<file path="config.mk">
export PLATFORM = sky130hd
export DESIGN_NAME = adder_tree_accum
export DESIGN_NICKNAME = d
export VERILOG_FILES = /design/src/rtl/adder_tree_accum.sv
export SDC_FILE = /design/constraint.sdc
export NUM_CORES = 1
export LEC_CHECK = 0
export CORE_MARGIN = 5
export CORE_UTILIZATION = 45
export DETAILED_ROUTE_END_ITERATION = 12
export PLACE_DENSITY_LB_ADDON = 0.05
export SYNTH_ARGS = -nofsm -noshare
export SYNTH_HDL_FRONTEND = slang
export SYNTH_SLANG_ARGS = --single-unit
</file>
<file path="constraint.sdc">
create_clock -name i_Clk -period 7.7 [get_ports i_Clk]
set_clock_uncertainty 0.1 [all_clocks]
set_input_delay 1.925 -clock i_Clk [delete_from_list [all_inputs] [get_ports i_Clk]]
set_output_delay 1.925 -clock i_Clk [all_outputs]
set_load 0.01 [all_outputs]
</file>
<file path="src/rtl/adder_tree_accum.sv">
// rtl/adder_tree_accum.sv - pipelined unsigned adder tree with optional windowed accumulator
module adder_tree_accum #(
    parameter int NUM_OF_INS      = 5,
    parameter int WIDTH_PER_IN    = 16,
    parameter int ACC_BEATS       = 4,
    parameter int WIDTH_FINAL_OUT = 21,
    parameter int SATURATE        = 1
) (
    input  logic                               i_Clk,
    input  logic                               i_Reset,
    input  logic [NUM_OF_INS*WIDTH_PER_IN-1:0] i_In_All,
    input  logic                               i_Data_Valid_In,
    input  logic                               i_Acc_Mode,
    input  logic                               i_Acc_Clear,
    output logic [WIDTH_FINAL_OUT-1:0]         o_Out_All,
    output logic                               o_Data_Valid_Out,
    output logic                               o_Overflow,
    output logic                               o_Busy
);

    localparam int N      = NUM_OF_INS;
    localparam int W      = WIDTH_PER_IN;
    localparam int WF     = WIDTH_FINAL_OUT;
    localparam int WE     = WF + 1;
    localparam int LAYERS = $clog2(N);
    localparam int TW     = W + LAYERS;
    localparam int CW     = $clog2(ACC_BEATS + 1);

    // Operand count of layer l, and bit offset of layer l inside the flat operand bus.
    function automatic int lane_cnt(input int l);
        return (N + (1 << l) - 1) >> l;
    endfunction

    function automatic int bus_off(input int l);
        int o;
        o = 0;
        for (int j = 0; j < l; j++) begin
            o += lane_cnt(j) * (W + j);
        end
        return o;
    endfunction

    localparam int BUS_W = bus_off(LAYERS + 1);

    if (WF < TW) begin : g_width_check
        $error("WIDTH_FINAL_OUT too small for NUM_OF_INS lanes of WIDTH_PER_IN bits");
    end

    logic [BUS_W-1:0] bus;
    logic [LAYERS:0]  vld;

    assign bus[N*W-1:0] = i_In_All;
    assign vld[0]       = i_Data_Valid_In;

    for (genvar l = 0; l < LAYERS; l++) begin : g_layer
        localparam int NI = lane_cnt(l);
        localparam int NO = lane_cnt(l + 1);
        localparam int WI = W + l;
        localparam int WO = WI + 1;
        localparam int OI = bus_off(l);
        localparam int OO = bus_off(l + 1);

        logic [NO*WO-1:0] sum_d;
        logic [NO*WO-1:0] sum_q;
        logic             vld_q;

        for (genvar k = 0; k < NO; k++) begin : g_node
            if (2 * k + 1 < NI) begin : g_pair
                assign sum_d[k*WO +: WO] = WO'(bus[OI + 2*k*WI +: WI])
                                         + WO'(bus[OI + (2*k+1)*WI +: WI]);
            end else begin : g_pass
                assign sum_d[k*WO +: WO] = WO'(bus[OI + 2*k*WI +: WI]);
            end
        end

        always_ff @(posedge i_Clk) begin
            if (i_Reset) begin
                sum_q <= '0;
                vld_q <= 1'b0;
            end else begin
                sum_q <= sum_d;
                vld_q <= vld[l];
            end
        end

        assign bus[OO +: NO*WO] = sum_q;
        assign vld[l+1]         = vld_q;
    end

    logic [TW-1:0] tree_sum;
    logic          tree_vld;
    logic          stage_busy;

    assign tree_sum = bus[BUS_W-1 -: TW];
    assign tree_vld = vld[LAYERS];

    if (LAYERS > 0) begin : g_busy
        assign stage_busy = |vld[LAYERS:1];
    end else begin : g_no_busy
        assign stage_busy = 1'b0;
    end

    logic [WF-1:0] acc_q, acc_d, acc_base, acc_next;
    logic [CW-1:0] cnt_q, cnt_d, cnt_base;
    logic          ovf_q, ovf_d, ovf_base;
    logic [WF-1:0] out_q, out_d;
    logic          ovfo_q, ovfo_d;
    logic          strobe_q, strobe_d;
    logic          mode_q;
    logic          win_clear;
    logic [WE-1:0] sum_ext;

    // A mode change restarts the window exactly like an explicit clear.
    always_comb begin
        win_clear = i_Acc_Clear | (i_Acc_Mode != mode_q);
        acc_base  = win_clear ? '0 : acc_q;
        cnt_base  = win_clear ? '0 : cnt_q;
        ovf_base  = win_clear ? 1'b0 : ovf_q;
        sum_ext   = {1'b0, acc_base} + WE'(tree_sum);
        acc_next  = (sum_ext[WF] && SATURATE != 0) ? '1 : sum_ext[WF-1:0];

        acc_d    = acc_base;
        cnt_d    = cnt_base;
        ovf_d    = ovf_base;
        out_d    = out_q;
        ovfo_d   = ovfo_q;
        strobe_d = 1'b0;

        if (tree_vld) begin
            if (!i_Acc_Mode) begin
                out_d    = WF'(tree_sum);
                ovfo_d   = 1'b0;
                strobe_d = 1'b1;
            end else if (cnt_base == CW'(ACC_BEATS - 1)) begin
                out_d    = acc_next;
                ovfo_d   = ovf_base | sum_ext[WF];
                strobe_d = 1'b1;
                acc_d    = '0;
                cnt_d    = '0;
                ovf_d    = 1'b0;
            end else begin
                acc_d = acc_next;
                cnt_d = cnt_base + CW'(1);
                ovf_d = ovf_base | sum_ext[WF];
            end
        end
    end

    always_ff @(posedge i_Clk) begin
        if (i_Reset) begin
            acc_q    <= '0;
            cnt_q    <= '0;
            ovf_q    <= 1'b0;
            out_q    <= '0;
            ovfo_q   <= 1'b0;
            strobe_q <= 1'b0;
            mode_q   <= 1'b0;
        end else begin
            acc_q    <= acc_d;
            cnt_q    <= cnt_d;
            ovf_q    <= ovf_d;
            out_q    <= out_d;
            ovfo_q   <= ovfo_d;
            strobe_q <= strobe_d;
            mode_q   <= i_Acc_Mode;
        end
    end

    assign o_Out_All        = out_q;
    assign o_Data_Valid_Out = strobe_q;
    assign o_Overflow       = ovfo_q;
    assign o_Busy           = stage_busy | (cnt_q != '0);

endmodule

</file>
==> results.toml, run 1 <==
[drt]
post_drt_wl_per_cell_um = 13.79
ant_nets = 0
vias = 7077
drc_errors = 0
first_iter_violations = 355
vias_per_cell = 5.173
wl_mm = 18.86
drt_first_pass_iters = 5

[run_status]
outcome = "complete, no violations"

[synth]
async_reset_ff_share_pct = 0
synth-main-ff-cell = "dfxtp_1"
synth_top_cell_by_area = "dfxtp_1"
seq_area_frac_synth_pct = 35.67
synth-edff-count = 0
synthesis.area_um2 = 8700
synth_commonest_cells = "dfxtp_1, nor2_1, ha_1"
synth.most_common_cell = "dfxtp_1"
synthCells = 1000
ys.warnings.count = 0
post_synth.cell_area_avg_um2 = 8.700
synth_seq_cells = 155
yosysTopAreaCellShare_pct = 35.67
synth_nets = 1175
ys_top_cells_by_area = "dfxtp_1, ha_1, nor2_1, a21oi_1, nor2b_1"
synth_cell_types = 68

[floorplanning]
num_rows = 50
initial_core_util_pct = 46.05
design.die.area_um2 = 22210
die_w_um = 149.0
die_y_um = 149.0
core_region_area_um2 = 18890
ios = 109

[finish]
nFillCells = 1820
drive_gt1_share_pct = 4.693
finalNonFillerCells = 1368
nets = 1271
diodes = 0
area_growth_pct = 21.66

[flow_run]
drv_cap = 0

[sta]
timing.final.max_slew_violations = 0
slew_headroom_pct = 37.09
grt_setup_unrepaired = "false"
setup_violations = 0
tns_ns = 0
finalCritPeriodShare_pct = 71.65
hold_viol_final = 0
fin_crit_ns = 5.517
max_clock_freq_mhz = 181.3
tightestPinTransition_ns = 0.9414

[grt]
groute.usage.overall_pct = 17.42
grt_pass1_vias = 6878
antenna_found_initial = 0
grt_overflow_total = 0
grt_pass1_wl_mm = 31.91
grt_max_degree = 91

[place]
portBuffers = 108
dp_hpwl_mm = 14.25
place.gp.congestion = 0.8634
dp_cells = 1337

[setup_path]
reg2reg_from = "mode_q"
critical_path.startpoint = "i_Acc_Mode"
cp_data_required_time_ns = 7.91
r2r_slack_ns = 4.10
crit_type = "input pin to flip-flop"
cp-start-kind = "input pin"
cp-end-kind = "flip-flop"
cp_data_arrival_time_ns = 5.72
r2r-end = "o_Out_All[20]"
crit_end = "o_Out_All[20]"
reg2reg_depth = 15
path_max_fanout = 32

[clock_network]
htreeDepth = 4
ctsResizeCount = 0
path_clk_slew_ns = 0.06
cts_num_sinks = 155
post_cts_buffers = 0
insertion_delay_ns = 0.42
numCtsBuffers = 17
cts_tree = "done"
clockRootBuffer = "clkbuf_16"
hold_buffers = 0
clk_path_buf_depth = 2

[min_path]
holdCritPathClass = "flip-flop to flip-flop"

[pwr]
p_per_area_nw_per_um2 = 204.5
vdd_drop_max_mv = 0.1251
leakage_nw = 4.501
power_mw = 2.164
[worst min path at each step]
stage                               from              endpoint  slack [ns]  cells past startpoint
floorplan           g_layer[0].sum_q[34]  g_layer[1].sum_q[18]        0.31                      1
global placement    g_layer[0].sum_q[45]  g_layer[1].sum_q[29]        0.32                      1
detailed placement  g_layer[0].sum_q[41]  g_layer[1].sum_q[25]        0.32                      1
CTS                 g_layer[0].sum_q[37]  g_layer[1].sum_q[21]        0.34                      1
global route        g_layer[0].sum_q[37]  g_layer[1].sum_q[21]        0.35                      1
finish              g_layer[0].sum_q[37]  g_layer[1].sum_q[21]        0.33                      1
[metrics by stage]
stage	area, um2	util, %	setup slack (ns)	hold slack, ns
final	10580	56.02	2.183	0.3331
after global routing	10580	56.02	1.989	0.3454
after CTS	10580	56.02	2.203	0.3381
after detailed placement	9998	52.92	1.776	0.3212
after global placement	9998	52.92	1.812	0.3165
after floorplan	8700	-	2.761	0.3138
[flip-flops by register name (all words and copies together), names as in the netlist]
signal and cells:
g_layer.sum_q 103, acc_q 21, o_Out_All 21, cnt_q 3, g_layer.vld_q 3, mode_q 1, o_Data_Valid_Out 1, o_Overflow 1
ovf_q 1
[where the power goes]
part           leakage, nW  switching, mW  internal [mW]  total (mW)
clock                0.282          0.323          0.501       0.824
combinational         2.95          0.236          0.210       0.445
sequential            1.27         0.0272          0.868       0.895
[cell usage in the layout (no fill, tap or decap), types with 32 or more instances in the layout]
master / count
nor3_1: 32
o21ai_0: 40
clkdlybuf4s50_1: 107
ha_1: 85
nor2_1: 107
nor2b_1: 56
nand2_1: 48
dfxtp_1: 155
a21oi_1: 76
[per-layer routing]
metal | GRT usage (%) | routed length, um
met4 | 5.126 | 212
met3 | 4.315 | 971
met1 | 21.81 | 8648
met2 | 29.74 | 9026
met5 | 0 | 0
[cells by family (layout without fill, tap and decap cells)]
family | Yosys count | in the layout | synth area share [%]
muxes | 3 | 3 | 0.3596
adders and majority gates | 90 | 90 | 13.38
buffers and inverters | 67 | 175 | 3.020
DFF | 155 | 155 | 35.67
xor gates and xnor gates | 56 | 56 | 5.638
AOI/OAI and AO/OA | 267 | 267 | 20.54
and+or+nand+nor | 362 | 362 | 21.40
[critical path, stage by stage]
cell and delay, ns:
clkdlybuf4s50_1 0.46, buf_4 0.33, xor2_1 0.12, nor2_1 0.15
buf_4 0.23, and2_1 0.17, ha_1 0.20, inv_1 0.07
fa_1 0.40, nor2b_1 0.16, o31a_1 0.18, a41oi_1 0.27
o211ai_2 0.29, nand2_2 0.08, o21ai_2 0.20, nor3_1 0.08
or3_1 0.39
[final cells by class]
class / count / area [um2] / share of cell area [%]
sequential: 155 / 3103 / 29.32
clock buffer: 21 / 470.5 / 4.445
inverter: 30 / 112.6 / 1.064
multi-input combinational: 778 / 5334 / 50.40
clock inverter: 10 / 115.1 / 1.088
timing repair buffer: 114 / 1124 / 10.62
tap: 260 / 325.3 / 3.074
No activity file was read; power rests on OpenSTA's default activity.
==> run 2: changes to the inputs <==
- clock period: 7.7 -> 5.35 ns (I/O delays scaled with it)
==> run 2 against run 1 <==
  * Count of clock-buffer cells in the layout decreased by 1
  * Worst setup slack got worse by 1.4 ns
  * Global-route usage decreased by 0.28 points
  * Largest cell class unchanged
  * Hold slack got worse by 0.0010 ns
  * First-iteration DRC count decreased by 2.0%
  * Sequential share of layout area decreased by 0.11 points
  * Register-to-register slack got worse by 2.3 ns
  * Non-clock buffer count increased by 3
  * Flip-flop and latch count unchanged
==> results.toml, run 2 (synthesis gave the netlist of run 1 again) <==
[grt]
grt_overflow_total = 0
antenna_found_initial = 1
grt_pass1_wl_mm = 31.40
grt_max_degree = 92
groute.usage.overall_pct = 17.14
grt_pass1_vias = 6741

[floorplanning]
die_w_um = 149.0
die_y_um = 149.0
ios = 109
num_rows = 50
design.die.area_um2 = 22210
initial_core_util_pct = 46.05
core_region_area_um2 = 18890

[drt]
post_drt_wl_per_cell_um = 13.62
vias = 7089
wl_mm = 18.69
ant_nets = 0
first_iter_violations = 348
drc_errors = 0
drt_first_pass_iters = 4
vias_per_cell = 5.167

[finish]
multiInputGateArea_um2 = 5334
nets = 1274
nFillCells = 1759
ff_latch_area_um2 = 3103
area_growth_pct = 22.11
diodes = 0
drive_gt1_share_pct = 5.126
finalNonFillerCells = 1372
layout_common_cells = "dfxtp_1, nor2_1, clkdlybuf4s50_1, ha_1, a21oi_1"
final_common_cell = "dfxtp_1"
regMostFlops = "g_layer.sum_q"
largest_reg_flops = 103

[setup_path]
critPathBufInv = 3
cp_data_required_time_ns = 5.56
slowest_delay_ns = 0.43
cpMaxStageDelayCell = "clkdlybuf4s50_1"
path_cells = "clkdlybuf4s50_1, xor2_1, nor2_1, buf_4, and2_1, ha_1, inv_1, fa_1, nor2b_1, o31a_1, a41oi_1, o211ai_2, nand2_2, o21ai_2, nor3_1, or3_1"
crit_type = "input pin to flip-flop"
critPathTopFamily = "compound AO/OA/AOI/OAI gates"
cp-start-kind = "input pin"
path_max_fanout = 31
cp_data_arrival_time_ns = 4.79
cp-end-kind = "flip-flop"

[sta]
tightestPinTransition_ns = 0.9426
timing.final.max_slew_violations = 0
grt_setup_unrepaired = "false"
hold_viol_final = 0
finalCritPeriodShare_pct = 85.74
slew_headroom_pct = 37.16
setup_violations = 0
fin_crit_ns = 4.587
max_clock_freq_mhz = 218.0
tns_ns = 0

[pwr]
p_per_area_nw_per_um2 = 294.3
vdd_drop_max_mv = 0.1588
leakage_nw = 4.518

[clock_network]
cts_tree = "done"
numCtsBuffers = 17
clk_path_buf_depth = 2
insertion_delay_ns = 0.42
path_clk_slew_ns = 0.06
ctsResizeCount = 0
hold_buffers = 0
post_cts_buffers = 0
htreeDepth = 4
cts_num_sinks = 155
clockRootBuffer = "clkbuf_16"

[place]
dp_hpwl_mm = 14.31
dp_cells = 1340
place.gp.congestion = 0.8932
portBuffers = 108

[flow_run]
drv_cap = 0

[min_path]
holdCritPathClass = "flip-flop to flip-flop"

[run_status]
outcome = "complete, no violations"
[run 2: cell types whose count changed in the layout (fill, tap and decap cells not counted), sizes merged]
| cell | previous run | this run |
|---|---|---|
| buf | 7 | 10 |
| clkbuf | 21 | 20 |
| clkinvlp | 3 | 4 |
| inv | 32 | 33 |
[run 2: where the power goes]
part           switching, mW  total (mW)  internal [mW]
sequential            0.0410        1.29           1.25
clock                  0.470        1.20          0.726
combinational          0.337       0.639          0.302
total                  0.848        3.13           2.28
[run 2: routing by layer]
| metal | wire length (um) | global-route usage, % | vias up |
|---|---|---|---|
| met5 | 7 | 0 | - |
| met3 | 957 | 3.737 | 19 |
| met1 | 8741 | 21.57 | 3155 |
| met4 | 244 | 5.812 | 2 |
| li1 | - | - | 3772 |
| met2 | 8741 | 29.10 | 141 |
[run 2: per-stage QoR]
step | hold slack, ns | total power, mW | utilization [%] | instance area [um2] | setup WS, ns
2_1_floorplan | 0.3138 | 1.772 | - | 8700 | 0.9984
3_3_place_gp | 0.3173 | 1.954 | 53.04 | 10020 | 0.4059
3_5_place_dp | 0.3204 | 1.954 | 53.04 | 10020 | 0.3964
4_1_cts | 0.3323 | 3.167 | 56.23 | 10620 | 0.8277
5_1_grt | 0.3545 | 3.308 | 56.23 | 10620 | 0.5309
6_report | 0.3320 | 3.126 | 56.23 | 10620 | 0.7630
[run 2: final timing paths]
kind / startpoint / to / slack (ns) / cells after the start
setup / recovery: i_Acc_Mode / o_Out_All[20] / 0.76 / 16
hold / removal: g_layer[0].sum_q[44] / g_layer[1].sum_q[28] / 0.33 / 1
setup reg to reg: mode_q / o_Out_All[20] / 1.78 / 15
hold reg to reg: g_layer[0].sum_q[44] / g_layer[1].sum_q[28] / 0.33 / 1
[run 2: worst register-to-register path: cells and delay by family, from the launching register on]
kind                       cells  cell delay [ns]
AOI/OAI and AO/OA              4             0.98
xor gates and xnor gates       1             0.15
and+or+nand+nor                6             0.94
adders and majority gates      2             0.60
DFF                            1             0.32
buffers and inverters          2             0.36
[run 2: area by class of cell]
| class | instances | area share, % |
|---|---|---|
| sequential | 155 | 29.21 |
| inverter | 30 | 1.060 |
| clock buffer | 20 | 4.393 |
| multi-input combinational | 778 | 50.21 |
| tap | 260 | 3.062 |
| timing repair buffer | 117 | 10.79 |
| clock inverter | 12 | 1.272 |
